**src/rtl/dmem_arbiter_if.sv**
```systemverilog
// Per-core data-memory request port between one MIPS core and the shared-dmem arbiter.
// The core drives the request side (master); the arbiter returns data, stall and sc status (slave).
interface dmem_arbiter_if;
    logic        req;
    logic        we;
    logic        ll;
    logic        sc;
    logic [31:0] adr;
    logic [31:0] wd;
    logic [31:0] rd;
    logic        stall;
    logic        scok;

    modport master (output req, we, ll, sc, adr, wd, input rd, stall, scok);
    modport slave  (input req, we, ll, sc, adr, wd, output rd, stall, scok);
endinterface

```
**src/rtl/dmem_arbiter.sv**
```systemverilog
// Round-robin arbiter granting one of two cores access to a shared dmem each cycle,
// with per-core LL/SC reservations and a saturating contention counter.
module dmem_arbiter #(
    parameter int CNTW = 16
) (
    input  logic            clk,
    input  logic            rst,
    dmem_arbiter_if.slave   a,
    dmem_arbiter_if.slave   b,
    output logic            mem_we,
    output logic [31:0]     mem_adr,
    output logic [31:0]     mem_wd,
    input  logic [31:0]     mem_rd,
    output logic [CNTW-1:0] cont_cnt
);

    // state  | meaning
    // LAST_A | core A held the most recent grant; B wins the next contention
    // LAST_B | core B held the most recent grant; A wins the next contention
    typedef enum logic {LAST_A = 1'b0, LAST_B = 1'b1} last_e;

    last_e            last_q, last_d;
    logic             resv_v_a_q, resv_v_a_d;
    logic             resv_v_b_q, resv_v_b_d;
    logic [29:0]      resv_adr_a_q, resv_adr_a_d;
    logic [29:0]      resv_adr_b_q, resv_adr_b_d;
    logic [CNTW-1:0]  cont_cnt_q, cont_cnt_d;

    logic gnt_a, gnt_b;
    logic scok_a, scok_b;

    // Grant and memory-bus steering; everything is forced idle while rst is high.
    always_comb begin
        gnt_a = 1'b0;
        gnt_b = 1'b0;
        if (!rst) begin
            if (a.req && (!b.req || last_q == LAST_B)) begin
                gnt_a = 1'b1;
            end else if (b.req) begin
                gnt_b = 1'b1;
            end
        end

        scok_a = gnt_a && a.sc && resv_v_a_q && (a.adr[31:2] == resv_adr_a_q);
        scok_b = gnt_b && b.sc && resv_v_b_q && (b.adr[31:2] == resv_adr_b_q);

        mem_we  = 1'b0;
        mem_adr = '0;
        mem_wd  = '0;
        if (gnt_a) begin
            mem_we  = a.we && (!a.sc || scok_a);
            mem_adr = a.adr;
            mem_wd  = a.wd;
        end else if (gnt_b) begin
            mem_we  = b.we && (!b.sc || scok_b);
            mem_adr = b.adr;
            mem_wd  = b.wd;
        end

        a.rd    = gnt_a ? mem_rd : '0;
        b.rd    = gnt_b ? mem_rd : '0;
        a.stall = !rst && a.req && !gnt_a;
        b.stall = !rst && b.req && !gnt_b;
        a.scok  = scok_a;
        b.scok  = scok_b;
    end

    always_comb begin
        last_d = last_q;
        if (gnt_a) begin
            last_d = LAST_A;
        end else if (gnt_b) begin
            last_d = LAST_B;
        end

        resv_v_a_d   = resv_v_a_q;
        resv_adr_a_d = resv_adr_a_q;
        if (gnt_a && a.ll) begin
            resv_v_a_d   = 1'b1;
            resv_adr_a_d = a.adr[31:2];
        end
        if (gnt_a && a.sc) begin
            resv_v_a_d = 1'b0;
        end
        // Only the other core's performed writes break a reservation.
        if (gnt_b && mem_we && (b.adr[31:2] == resv_adr_a_q)) begin
            resv_v_a_d = 1'b0;
        end

        resv_v_b_d   = resv_v_b_q;
        resv_adr_b_d = resv_adr_b_q;
        if (gnt_b && b.ll) begin
            resv_v_b_d   = 1'b1;
            resv_adr_b_d = b.adr[31:2];
        end
        if (gnt_b && b.sc) begin
            resv_v_b_d = 1'b0;
        end
        if (gnt_a && mem_we && (a.adr[31:2] == resv_adr_b_q)) begin
            resv_v_b_d = 1'b0;
        end

        cont_cnt_d = cont_cnt_q;
        if (a.req && b.req && (cont_cnt_q != '1)) begin
            cont_cnt_d = cont_cnt_q + 1'b1;
        end
    end

    always_ff @(posedge clk) begin
        if (rst) begin
            last_q       <= LAST_B;
            resv_v_a_q   <= 1'b0;
            resv_v_b_q   <= 1'b0;
            resv_adr_a_q <= '0;
            resv_adr_b_q <= '0;
            cont_cnt_q   <= '0;
        end else begin
            last_q       <= last_d;
            resv_v_a_q   <= resv_v_a_d;
            resv_v_b_q   <= resv_v_b_d;
            resv_adr_a_q <= resv_adr_a_d;
            resv_adr_b_q <= resv_adr_b_d;
            cont_cnt_q   <= cont_cnt_d;
        end
    end

    assign cont_cnt = cont_cnt_q;

endmodule

```
**src/flat_wrapper.sv**
```systemverilog
// flat-port wrapper written by rule: the top's interface ports become plain ports
module dmem_arbiter_flat 
#(
    parameter int CNTW = 16
)
  (clk, rst, mem_we, mem_adr, mem_wd, mem_rd, cont_cnt, a_req, a_we, a_ll, a_sc, a_adr, a_wd, a_rd, a_stall, a_scok, b_req, b_we, b_ll, b_sc, b_adr, b_wd, b_rd, b_stall, b_scok);
  dmem_arbiter_if a_i ();
  dmem_arbiter_if b_i ();
  input  logic clk;
  input  logic rst;
  output logic mem_we;
  output logic [31:0] mem_adr;
  output logic [31:0] mem_wd;
  input  logic [31:0] mem_rd;
  output logic [CNTW-1:0] cont_cnt;
  input wire logic [$bits(a_i.req)-1:0] a_req;
  input wire logic [$bits(a_i.we)-1:0] a_we;
  input wire logic [$bits(a_i.ll)-1:0] a_ll;
  input wire logic [$bits(a_i.sc)-1:0] a_sc;
  input wire logic [$bits(a_i.adr)-1:0] a_adr;
  input wire logic [$bits(a_i.wd)-1:0] a_wd;
  output wire logic [$bits(a_i.rd)-1:0] a_rd;
  output wire logic [$bits(a_i.stall)-1:0] a_stall;
  output wire logic [$bits(a_i.scok)-1:0] a_scok;
  input wire logic [$bits(b_i.req)-1:0] b_req;
  input wire logic [$bits(b_i.we)-1:0] b_we;
  input wire logic [$bits(b_i.ll)-1:0] b_ll;
  input wire logic [$bits(b_i.sc)-1:0] b_sc;
  input wire logic [$bits(b_i.adr)-1:0] b_adr;
  input wire logic [$bits(b_i.wd)-1:0] b_wd;
  output wire logic [$bits(b_i.rd)-1:0] b_rd;
  output wire logic [$bits(b_i.stall)-1:0] b_stall;
  output wire logic [$bits(b_i.scok)-1:0] b_scok;
  assign a_i.req = a_req;
  assign a_i.we = a_we;
  assign a_i.ll = a_ll;
  assign a_i.sc = a_sc;
  assign a_i.adr = a_adr;
  assign a_i.wd = a_wd;
  assign a_rd = a_i.rd;
  assign a_stall = a_i.stall;
  assign a_scok = a_i.scok;
  assign b_i.req = b_req;
  assign b_i.we = b_we;
  assign b_i.ll = b_ll;
  assign b_i.sc = b_sc;
  assign b_i.adr = b_adr;
  assign b_i.wd = b_wd;
  assign b_rd = b_i.rd;
  assign b_stall = b_i.stall;
  assign b_scok = b_i.scok;
  dmem_arbiter #(.CNTW(CNTW)) u_core (.clk(clk), .rst(rst), .a(a_i), .b(b_i), .mem_we(mem_we), .mem_adr(mem_adr), .mem_wd(mem_wd), .mem_rd(mem_rd), .cont_cnt(cont_cnt));
endmodule
```
**config.mk**
```make
export PLATFORM = sky130hd
export DESIGN_NAME = dmem_arbiter_flat
export DESIGN_NICKNAME = d
export VERILOG_FILES = /design/src/rtl/dmem_arbiter_if.sv /design/src/rtl/dmem_arbiter.sv /design/src/flat_wrapper.sv
export SDC_FILE = /design/constraint.sdc
export NUM_CORES = 1
export LEC_CHECK = 0
export ABC_AREA = 1
export BUFFER_PORTS_ARGS = -buffer_cell sky130_fd_sc_hd__buf_2
export CAP_MARGIN = 20
export CORE_ASPECT_RATIO = 0.8
export CORE_MARGIN = 5
export CORE_UTILIZATION = 30
export CTS_CLUSTER_DIAMETER = 30
export DETAILED_ROUTE_END_ITERATION = 8
export SETUP_SLACK_MARGIN = 0.1
export SYNTH_ARGS = -nofsm -noshare
export SYNTH_HDL_FRONTEND = slang
export SYNTH_SLANG_ARGS = --single-unit
```
**constraint.sdc**
```tcl
create_clock -name clk -period 1.6 [get_ports clk]
set_clock_uncertainty 0.05 [all_clocks]
set_input_delay 0.08 -clock clk [delete_from_list [all_inputs] [get_ports clk]]
set_output_delay 0.08 -clock clk [all_outputs]
set_load 0.05 [all_outputs]
```
==> run summary, run 1 <==
The synthesis warning total is 0. Of the total synthesized cell area, the portion taken by full adders, half adders and majority gates is 0.2076%. The routed via count divided by cell count came out at roughly 5.5. The H-tree was split into 3 levels.

The most instantiated library cell after synthesis is sky130_fd_sc_hd__nand2_1. The flow ran to the end, but the final reports show violations. The area of all placed cells without fillers came out at 13940 µm². The minimum hold slack is -3.260 ps. The final critical path takes up 129.4% of the cycle. The overall via count from detail_route came out at 9877.

Yosys mapped the design onto 34 distinct sky130hd cell types. The average detailed-routed wire length per instance came out at about 23 µm. In this run, the number of DRC markers left after iteration 0 of detailed routing was 1363. The max-slew headroom at the worst pin came out at roughly a fifth. In the synthesized netlist, the cells that appear most often are sky130_fd_sc_hd__nand2_1 (217), sky130_fd_sc_hd__inv_1 (161), sky130_fd_sc_hd__nor2_1 (136).

Counting every instance in the synthesized netlist gives 1008. After clock tree synthesis, the clock-pin slew on the worst setup and hold paths is 60 ps. The count of unresolved DRC violations after routing is 0. The total length of routed wires came out at slightly above 40000 µm.

The synthesized design contains 0 enable-type register cells. The xor/xnor cell area share of the yosys netlist is 7.700%. The layout cell share with drive strength beyond 1 is a little over 60%. During I/O placement, the number of pins put on the boundary was approximately 320. The final RePlAce weighted congestion came out at 0.9576. The power density of the placed cells came out at roughly 560 nW/µm².

The post-synthesis instance area came out at 6028 µm². In this run the cell area measured after placement is 9179 µm². The checks that failed: hold timing, setup timing. The number of buffers added by the clock tree synthesis step came out at 9. The share of the synthesized area in compound gates (AO/OA/AOI/OAI) came out at 21.30%.

The highest clock rate is 483.1 MHz. The number of antenna violations at the first check in global routing came out at 2. The final total power came out at 7.845 mW. The transition at the pin with the smallest max-transition slack came out at 1216 ps. The final core utilization came out at between 70% and 80%. The setup TNS after final layout is -35630 ps. In the synthesized netlist the async set-or-reset flop fraction comes to 0%. In this run the remaining antenna-violating nets after routing total 0. In the post-synthesis netlist, the biggest area contributors are sky130_fd_sc_hd__dfxtp_1 (26%), sky130_fd_sc_hd__nand2_1 (14%), sky130_fd_sc_hd__inv_1 (10%).

The minimum setup slack among reg-to-reg paths came out at -440 ps. The worst hold-check path type is input port to register. The number of global-route vias before repair came out at 8806. TritonCTS built the clock tree.

The worst IR drop on VDD came out at 454.7 µV. The initial utilization of the core area, before any placement, comes to 30.45%. The total nets after synthesis is 1179. Prior to clock tree synthesis, the placed netlist has a worst setup slack of -149.7 ps. The signed area change from the synthesized netlist to the final layout is 131.2%.

In this run the worst path has a maximum fanout of 3. The master cell of the clock root buffer is sky130_fd_sc_hd__clkbuf_16. The die boundary height is 136.8 µm. The library cell with the largest summed area after synthesis is sky130_fd_sc_hd__dfxtp_1. The quantity of I/O buffers inserted on ports is 318. The maximum root-to-sink buffer count came out at 2. The max-slew violation count is 0. The number of clock sinks came out at 79. The first global-routing pass estimated between 50000 and 60000 µm of wire. Synthesis inferred roughly 80 register bits.

The total half-perimeter wirelength after legalization and detailed placement came out at roughly 23000 µm. The total number of placement rows came out at 46. The startpoint type of the worst setup path is a register. For this run, the total global-route usage over all layers was measured as 29.44%.

The x dimension of the die came out at 168.5 µm. The synthesized-area fraction occupied by and/or/nand/nor cells is 30.99%. The clock reaches the later pin of the worst-skew pair after 360 ps. The worst setup path is of the register to output pin kind. The synthesized design devotes to its leading area cell type 26.23% of total area. The leakage power of the design came out at roughly 6.4 nW.

The fraction of synthesized area in multiplexers came out at 0%. The post-route minimum period is roughly 2100 ps. Max-cap violations in this run came to 0. The worst path setup slack after routing came out at -470.1 ps. The overall die area came out at 23050 µm². The number of endpoints with negative hold slack in the final report is 1. Entering global routing, the biggest net connects 62 pins.

The core region area is between 15000 and 20000 µm². The commonest register cell after synthesis is sky130_fd_sc_hd__dfxtp_1. The data required time at the worst endpoint is 1470 ps. The total congestion overflow came out at 0. The per-instance average area after synthesis is between 5 and 6 µm². The number of optimization iterations in the first detailed-route pass came out at 7. The arrival time of the worst setup path came out at 1940 ps. The total instance count after detailed placement came out at 1688. Setup repair after global routing could not meet its margin everywhere.

After synthesis, the largest family of logic cells by area is simple AND/OR/NAND/NOR gates. Once layout is complete, the cells apart from fillers number 1804. The final layout contains 1707 nets.

The part of the Yosys area used for sequential elements came out at 26.23%. The worst setup path is captured at an output pin. Setup violations remaining at the end of the flow were counted as 199.
-- per-layer routing --
metal	track usage, %	vias up	share of wire [%]
li1	-	4342	-
met1	40.12	4580	38
met2	46.39	789	45
met3	8.143	162	13
met4	7.165	4	4.0
met5	0	-	0.070
-- layout by cell type (no fill, tap or decap), types with 39 or more instances in the layout --
| master | n |
|---|---|
| sky130_fd_sc_hd__nor2_4 | 71 |
| sky130_fd_sc_hd__buf_4 | 144 |
| sky130_fd_sc_hd__buf_2 | 185 |
| sky130_fd_sc_hd__xnor2_1 | 39 |
| sky130_fd_sc_hd__inv_1 | 150 |
| sky130_fd_sc_hd__buf_6 | 115 |
| sky130_fd_sc_hd__o21ai_2 | 55 |
| sky130_fd_sc_hd__nand2_1 | 153 |
| sky130_fd_sc_hd__a21oi_1 | 47 |
| sky130_fd_sc_hd__buf_8 | 59 |
| sky130_fd_sc_hd__nand2_2 | 46 |
| sky130_fd_sc_hd__nor2_1 | 53 |
-- report_power, final --
group | switching [mW] | total [mW] | internal, mW
clock | 0.868 | 1.90 | 1.03
sequential | 0.0655 | 2.11 | 2.04
combinational | 2.24 | 3.84 | 1.60
-- registers in the layout, summed over array words and instances (netlist names) --
signal	count
u_core.resv_adr_a_q	30
u_core.resv_v_b_q	1
u_core.resv_v_a_q	1
u_core.resv_adr_b_q	30
u_core.cont_cnt	16
u_core.last_q	1
-- cell type report --
class	count	area (µm²)
Antenna cell	1	2.502
Clock buffer	12	236.5
Clock inverter	2	10.01
Fill cell	1387	5859
Inverter	166	675.6
Multi-Input combinational cell	722	5620
Sequential cell	79	1657
Tap cell	264	330.3
Timing Repair Buffer	557	5391
Timing Repair inverter	1	16.27
-- critical path, cell delays in order, from the launching register on --
cell	delay [ps]
sky130_fd_sc_hd__dfxtp_2	350
sky130_fd_sc_hd__inv_1	80
sky130_fd_sc_hd__nand2_4	80
sky130_fd_sc_hd__nand2_1	70
sky130_fd_sc_hd__nor2_1	200
sky130_fd_sc_hd__nand2_1	140
sky130_fd_sc_hd__nor2_1	120
sky130_fd_sc_hd__nand4_1	140
sky130_fd_sc_hd__nand2_1	110
sky130_fd_sc_hd__nand2_1	70
sky130_fd_sc_hd__nand2_2	100
sky130_fd_sc_hd__buf_12	140
-- kinds of logic (layout without fill, tap and decap cells) --
kind of cell / count (synthesis) / count (layout)
xor gates and xnor gates: 53 / 53
other: 0 / 1
DFF: 79 / 79
and+or+nand+nor: 442 / 443
AOI/OAI and AO/OA: 225 / 225
adders and majority gates: 1 / 1
buffers and inverters: 208 / 738
-- path summary, 6_finish.rpt --
path / startpoint / cells past startpoint / end
worst max-delay path: u_core.resv_adr_b_q[12]$_SDFFE_PP0P_ / 11 / mem_we
worst min-delay path: b_adr[30] / 3 / u_core.resv_adr_b_q[28]$_SDFFE_PP0P_
worst max register to register: u_core.resv_adr_b_q[12]$_SDFFE_PP0P_ / 15 / u_core.resv_v_a_q$_SDFFE_PP0P_
worst min register to register: u_core.resv_adr_b_q[20]$_SDFFE_PP0P_ / 2 / u_core.resv_adr_b_q[20]$_SDFFE_PP0P_
-- repair_timing --
action | in CTS | in global routing
cloned | 17 | 22
hold endpoints to repair | 6 | 0
pin swaps | 39 | 82
setup buffers | 44 | 31
gates resized for setup | 567 | 364
endpoints found under the setup margin | 179 | 211
hold buffers | 6 | 0
(Power assumes the default switching activity.)
==> run 2, diff against run 1 <==
- ABC_AREA: 1 -> unset
==> run summary, run 2 <==
The run finished, with violations left. The final reports fail on setup timing. Headroom to the max-slew limit came out at 62.72%. The detailed router finished its first iteration with 892 violations.

The x dimension of the die came out at approximately 160 µm. The total track usage is 24.73%. The cell sitting at the root of the clock tree is a sky130_fd_sc_hd__clkbuf_16. STA classifies the critical path endpoint as an output pin. The total nets after synthesis came out at 854.

Along the worst path, the maximum fanout reaches 2. The number of primary I/O pins came out at 319. Leaving out fill and tap cells, the most frequent cells in the layout are sky130_fd_sc_hd__buf_2 (187), sky130_fd_sc_hd__buf_4 (121), sky130_fd_sc_hd__nand2_1 (100), sky130_fd_sc_hd__buf_8 (90), sky130_fd_sc_hd__xnor2_1 (89). The logic depth of the worst register-to-register path came out at 9. The transition at the pin with the smallest max-transition slack came out at 559.1 ps. The cell count after synthesis is 683.

The core region is 17430 µm². The cell area that synthesis handed to floorplanning was 5350 µm². The clock transition at the registers of the reported paths is 70 ps.

The number of endpoints with negative hold slack in the final report came to 0. The initial cell density of the core came out at 30.69%. The endpoint identified for the worst register-to-register timing path is u_core.resv_v_b_q$_SDFFE_PP0P_.

The most used flip-flop cell after synthesis is sky130_fd_sc_hd__dfxtp_1. After synthesis the netlist holds a flip-flop and latch count of 79. The total buffers and inverters traversed by the critical path is 1. The cell depth of the worst hold path came out at 4. The routed via count divided by cell count came out at 5.302. The synthesized design contains 0 enable-type register cells. The layout cell share with drive strength beyond 1 is between 60% and 70%. At the worst endpoint, the arrival time is 2040 ps.

The signal on the critical path passes through xnor2_1, nand4_1, nor4_2, and4_1, a311o_2, buf_8. By instance count, the leading cell after synthesis is sky130_fd_sc_hd__nand2_1. The minimum setup slack among reg-to-reg paths is -460 ps. The maximum root-to-sink buffer count came out at 2. The slowest library cell on the worst path is sky130_fd_sc_hd__dfxtp_1.

The number of antenna-violating nets in the routed design came out at 0. The part of the Yosys area used for sequential elements is between 20 and 30%. Sorting the synthesized cells by area gives the leading types as sky130_fd_sc_hd__dfxtp_1 (30%), sky130_fd_sc_hd__xnor2_1 (17%), sky130_fd_sc_hd__a22o_1 (10%). The total congestion overflow is 0.

In the synthesized netlist, the cells that appear most often are sky130_fd_sc_hd__nand2_1 (136), sky130_fd_sc_hd__xnor2_1 (103), sky130_fd_sc_hd__dfxtp_1 (79). The most common library cell in the layout ignoring fill and taps is sky130_fd_sc_hd__buf_2. The count of endpoints failing setup in the final report is about 160.

The worst IR drop on VDD came out at 447.3 µV. The H-tree was split into 3 levels. The total length of routed wires came out at 32040 µm. The first global-routing pass estimated 39540 µm of wire.

The max-slew violation count is 0. The total half-perimeter wirelength after legalization and detailed placement came out at 21140 µm. The signed area change from the synthesized netlist to the final layout came out at 121.1%. The overall via count from detail_route came out at 7343. During synthesis, Yosys emitted a total of 0 warnings.

The cell area after placement is 8811 µm². The antenna diode instance count is 0. The net total in the final layout is 1326. The data required time at the worst endpoint came out at around 1500 ps. The filler cells instantiated in the layout total 1296. The count of distinct cell types in the synthesized netlist came out at 37. The number of optimization iterations in the first detailed-route pass is 6. The setup TNS after final layout came out at -37420 ps.

The startpoint of the most critical hold path is a_req. Once layout is complete, the utilization of the core stands at 67.85%. The average detailed-routed wire length per instance is between 20 and 25 µm.

Dividing total power by cell area gives a power density of 605.0 nW/µm². Setup repair after global routing could not meet its margin everywhere. The overall die area is 20620 µm². The area of all placed cells without fillers is 11830 µm². The count of unresolved DRC violations after routing is 0. The count of max-cap constraint violations is 0. After synthesis, the mean cell area works out to 7.833 µm².

The portion of synthesized cell area occupied by the leading cell type came out at approximately 30%. The worst setup path is launched from a register. The post-route minimum period came out at 2173 ps.

For this run, the top clock speed supported by timing is 460.1 MHz. The worst-skew pair later-pin latency is 350 ps. TritonCTS created 9 clock buffers.

Clock tree synthesis found a total of 79 sinks. The share of the clock period used by the worst path after layout is 135.8%. The initialized floorplan defines 43 standard-cell rows. The quantity of I/O buffers inserted on ports came out at 318. In this run the worst hold path is classified as input port to register.

Measured along the y axis, the die boundary spans 129.4 µm. The worst path setup slack after routing came out at -573.3 ps. The share of async-settable or async-resettable flops after synthesis came out at 0%. The number of global-route vias before repair came out at 6522. The clock tree from TritonCTS is built. The pin count of the biggest net entering global routing came out at 35.

The library cell with the largest summed area after synthesis is sky130_fd_sc_hd__dfxtp_1. The number of antenna violations at the first check in global routing came out at 1. The setup path with the least slack is of type register to output pin. The final RePlAce weighted congestion came out at 0.9730. The delay of the slowest cell on the worst path is 330 ps.

The path with the worst hold slack has its endpoint at u_core.last_q$_SDFFE_PP1P_. The reg-to-reg critical path startpoint is u_core.resv_adr_b_q[27]$_SDFFE_PP0P_. The cell family contributing the most delay on the critical path is simple AND/OR/NAND/NOR gates. Summed over all cells, the static leakage comes to 5.262 nW. The completed layout was analyzed and its total power is 7.156 mW.
==> run 2: cell types whose count changed in the layout (fill, tap and decap cells not counted), moves of 53 or more <==
cell,before,now
sky130_fd_sc_hd__and2_4,0,67
sky130_fd_sc_hd__buf_6,115,43
sky130_fd_sc_hd__inv_1,150,0
sky130_fd_sc_hd__nand2_1,153,100
sky130_fd_sc_hd__nor2_4,71,1
sky130_fd_sc_hd__o21ai_2,55,0
==> run 2: report_power, final <==
part,switching [mW],total (mW),internal [mW]
combinational,1.67,3.07,1.40
clock,0.891,2.03,1.14
sequential,0.0490,2.05,2.00
total,2.61,7.16,4.55
==> run 2: worst max-delay path by stage <==
stage                                               startpoint                        endpoint  depth (start not counted)
after global routing      u_core.resv_adr_a_q[21]$_SDFFE_PP0P_                          mem_we                          6
after floorplan           u_core.resv_adr_a_q[22]$_SDFFE_PP0P_  u_core.resv_v_a_q$_SDFFE_PP0P_                          6
after global placement    u_core.resv_adr_b_q[11]$_SDFFE_PP0P_                          mem_we                          6
after CTS                 u_core.resv_adr_b_q[29]$_SDFFE_PP0P_                          mem_we                          7
after detailed placement  u_core.resv_adr_b_q[14]$_SDFFE_PP0P_                          mem_we                          6
final                     u_core.resv_adr_b_q[27]$_SDFFE_PP0P_                          mem_we                          6
==> run 2: cells by family (layout without fill, tap and decap cells) <==
group,count (synthesis),count (layout),synth area share [%]
AO/OA/AOI/OAI,135,135,17.68
adder cells (fa/ha/maj),1,1,0.2338
AND/OR/NAND/NOR,285,285,26.52
multiplexers,1,1,0.1871
flip-flops,79,79,29.56
XOR/XNOR,135,135,22.10
buffers and inverters,47,524,3.718
==> run 2: stage by stage <==
stage / setup slack, ps / cells / hold slack (ps)
global route: -598.2 / 1385 / 68.64
CTS: -466.4 / 1352 / 43.14
global placement: -254.0 / 1312 / 321.7
detailed placement: -280.8 / 1312 / 324.8
finish: -573.3 / 1385 / 37.73
floorplan: -182.9 / 683 / 158.4
==> run 2: worst min-delay path, cell delays in order <==
cell and delay [ps]:
sky130_fd_sc_hd__buf_2 130, sky130_fd_sc_hd__nand2_2 70, sky130_fd_sc_hd__o21ai_0 70, sky130_fd_sc_hd__nand2_1 50
==> run 2: area by class of cell <==
class | instances | area (µm²) | share of cell area [%]
Sequential cell | 79 | 1658 | 14.02
Clock inverter | 5 | 30.03 | 0.2539
Timing Repair Buffer | 507 | 4903 | 41.46
Inverter | 1 | 3.754 | 0.03174
Clock buffer | 11 | 254.0 | 2.147
Tap cell | 225 | 281.5 | 2.380
Multi-Input combinational cell | 557 | 4697 | 39.71
==> run 2: metal layers <==
| layer | track usage [%] | vias up | share of wire, % |
|---|---|---|---|
| met5 | 0 | - | 0.022 |
| met4 | 4.263 | 2 | 2.0 |
| met3 | 7.440 | 52 | 11 |
| met2 | 37.25 | 443 | 46 |
| met1 | 35.49 | 3541 | 41 |
| li1 | - | 3305 | - |
==> run 2: timing repair <==
action                                 4_1_cts  5_1_grt
pin swaps                                   20       95
buffers inserted                             4       19
hold buffers                                19        0
endpoints found under the hold margin       19        0
gates cloned                                 1       18
setup endpoints to repair                  195      207
gates resized for setup                    247      325
==> run 3, diff against run 2 <==
- CORE_MARGIN: 5 -> unset
- clock period: 1.6 -> 2.35 ns (I/O delays scaled with it)
==> run summary, run 3 (same netlist as run 2, synthesis figures left out) <==
The worst setup path is launched from a register. The total instance count after detailed placement is 1195. The path class of the tightest hold or removal check is input port to register.

Measured against its own limit, the worst slew margin works out to 52.90%. The worst-skew pair later-pin latency came out at 340 ps. After detailed routing, the average wire length per cell comes to 18.14 µm. The critical path in this run is classified as register to output pin.

The data required time at the worst endpoint came out at between 2000 and 2500 ps. The flow ran to the end, and the final reports show no timing, DRC or antenna violations. The cell depth of the worst hold path is 3. The total half-perimeter wirelength after legalization and detailed placement is 17080 µm.

In this run the count of I/O pins placed on the die edge is 319. The first routing iteration left 472 violations. The H-tree depth came out at 3.

The post-cts hold buffer count is 0. The routed via count divided by cell count came out at 5.030. The number of global-route vias before repair came out at 5191. The overall die area came out at 18380 µm². The critical path goes through xnor2_1, nand4_1, nor4_1, and3_1, a311o_1, buf_6.

Detailed routing inserted a total of 6107 vias. The leakage power of the design is approximately 3.4 nW. The first global-routing pass estimated 30890 µm of wire.

In this run the power density over the cells is around 560 nW/µm². The post-route minimum period is 2214 ps. The maximum fanout encountered on the critical timing path came out at 3. The final RePlAce weighted congestion is 0.9599. The number of antenna violations at the first check in global routing was 2.

The number of endpoints with negative hold slack in the final report came out at 0. The total track usage is 22.71%. The max-slew violation count came out at 0. VDD sags by at most 330.0 µV. The setup TNS after final layout is 0 ps. The transition at the pin with the smallest max-transition slack came out at approximately 700 ps. The count of non-filler cells in the finished layout came out at around 1200.

The signed area change from the synthesized netlist to the final layout came out at 43.19%. Once layout is complete, the utilization of the core stands at 44.09%. The cell sitting at the root of the clock tree is a sky130_fd_sc_hd__clkbuf_16. The total number of placement rows is 43.

The clock net in this run drives a total of 79 sinks. After clock tree synthesis, the clock-pin slew on the worst setup and hold paths is 60 ps. The die is about 150 µm wide. The area of all placed cells without fillers is around 7700 µm². The core region is 17380 µm². The initial cell density of the core came out at between 30% and 40%. The layout cell share with drive strength beyond 1 is a little under two fifths.

STA puts the critical path data arrival time at 2050 ps. TritonCTS created 9 clock buffers. The cell area after placement is 7177 µm². The number of antenna-violating nets in the routed design is 0.

The die is 121.4 µm tall. The slowest library cell on the worst path is sky130_fd_sc_hd__dfxtp_1. The first detailed-routing pass took 5 iterations.

The library cell used most frequently in the layout, excluding fill and tap cells, is sky130_fd_sc_hd__buf_2. STA classifies the critical path endpoint as an output pin. The top cell types in the final layout, fill and taps aside, are sky130_fd_sc_hd__buf_2 (311), sky130_fd_sc_hd__nand2_1 (136), sky130_fd_sc_hd__xnor2_1 (95), sky130_fd_sc_hd__dfxtp_1 (77), sky130_fd_sc_hd__and2_1 (67). The count of unresolved DRC violations after routing is 0. The clock tree from TritonCTS is built.

Global routing finished with a remaining overflow of 0. The tool flagged a number of max-cap violations equal to 0. The maximum root-to-sink buffer count came out at 2. The logic depth of the worst register-to-register path came out at 5.

Setup repair after global routing could not meet its margin everywhere. The highest clock rate is 451.7 MHz. The net total in the final layout is 1155.

Dividing the final minimum period by the clock period gives 94.20%. Entering global routing, the biggest net connects between 50 and 60 pins. The total length of routed wires is 22030 µm. On the worst path, the slowest cell contributes a delay of 340 ps. The count of endpoints failing setup in the final report is 0. Input and output buffers added on the ports amount to 318.
## run 3: area by class of cell
type	count	area (µm²)
Fill cell	1785	9717
Multi-Input combinational cell	557	3656
Clock inverter	3	65.06
Antenna cell	1	2.502
Sequential cell	79	1584
Tap cell	225	281.5
Inverter	1	3.754
Clock buffer	12	266.5
Timing Repair Buffer	336	1802
## run 3: worst paths after layout
path | slack, ps | start | end
max | 140 | u_core.resv_adr_a_q[26]$_SDFFE_PP0P_ | mem_we
min | 10 | b_req | u_core.last_q$_SDFFE_PP1P_
max reg2reg | 210 | u_core.resv_adr_a_q[1]$_SDFFE_PP0P_ | u_core.resv_v_a_q$_SDFFE_PP0P_
min reg2reg | 440 | u_core.resv_adr_a_q[28]$_SDFFE_PP0P_ | u_core.resv_adr_a_q[28]$_SDFFE_PP0P_
## run 3: critical path: cells and delay by family, from the launching register on
family          cells  cell delay [ps]
simple gates        3              620
flops               1              340
xor+xnor            1              320
compound gates      1              240
buf+inv             1              190
## run 3: metrics by stage
step,power (mW),hold WS [ps],worst slack (ps)
finish,4.271,12.55,136.3
global route,4.425,15.39,86.86
CTS,4.260,2.156,91.26
detailed placement,2.698,360.8,271.9
global placement,2.698,351.1,295.8
floorplan,2.242,199.1,103.3
## run 3: what timing repair did
action	4_1_cts	5_1_grt
endpoints found under the setup margin	61	62
pin swaps	1	5
endpoints found under the hold margin	0	0
cloned	0	1
resized for setup	5	21
buffers inserted	1	1
## run 3: power by group
group	switching, mW	leakage (nW)	total, mW	internal, mW
clock network	0.550	0.165	1.56	1.01
registers	0.0389	0.641	1.41	1.37
logic	0.874	2.63	1.30	0.424
## run 3: routing by layer
metal  GRT usage [%]  share of wire, %  up-vias
met1           36.02                48     2825
met2           30.22                41      313
li1                -                 -     2949
met3           4.850                11       18
met4           4.625              0.99        2
met5               0             0.059        -
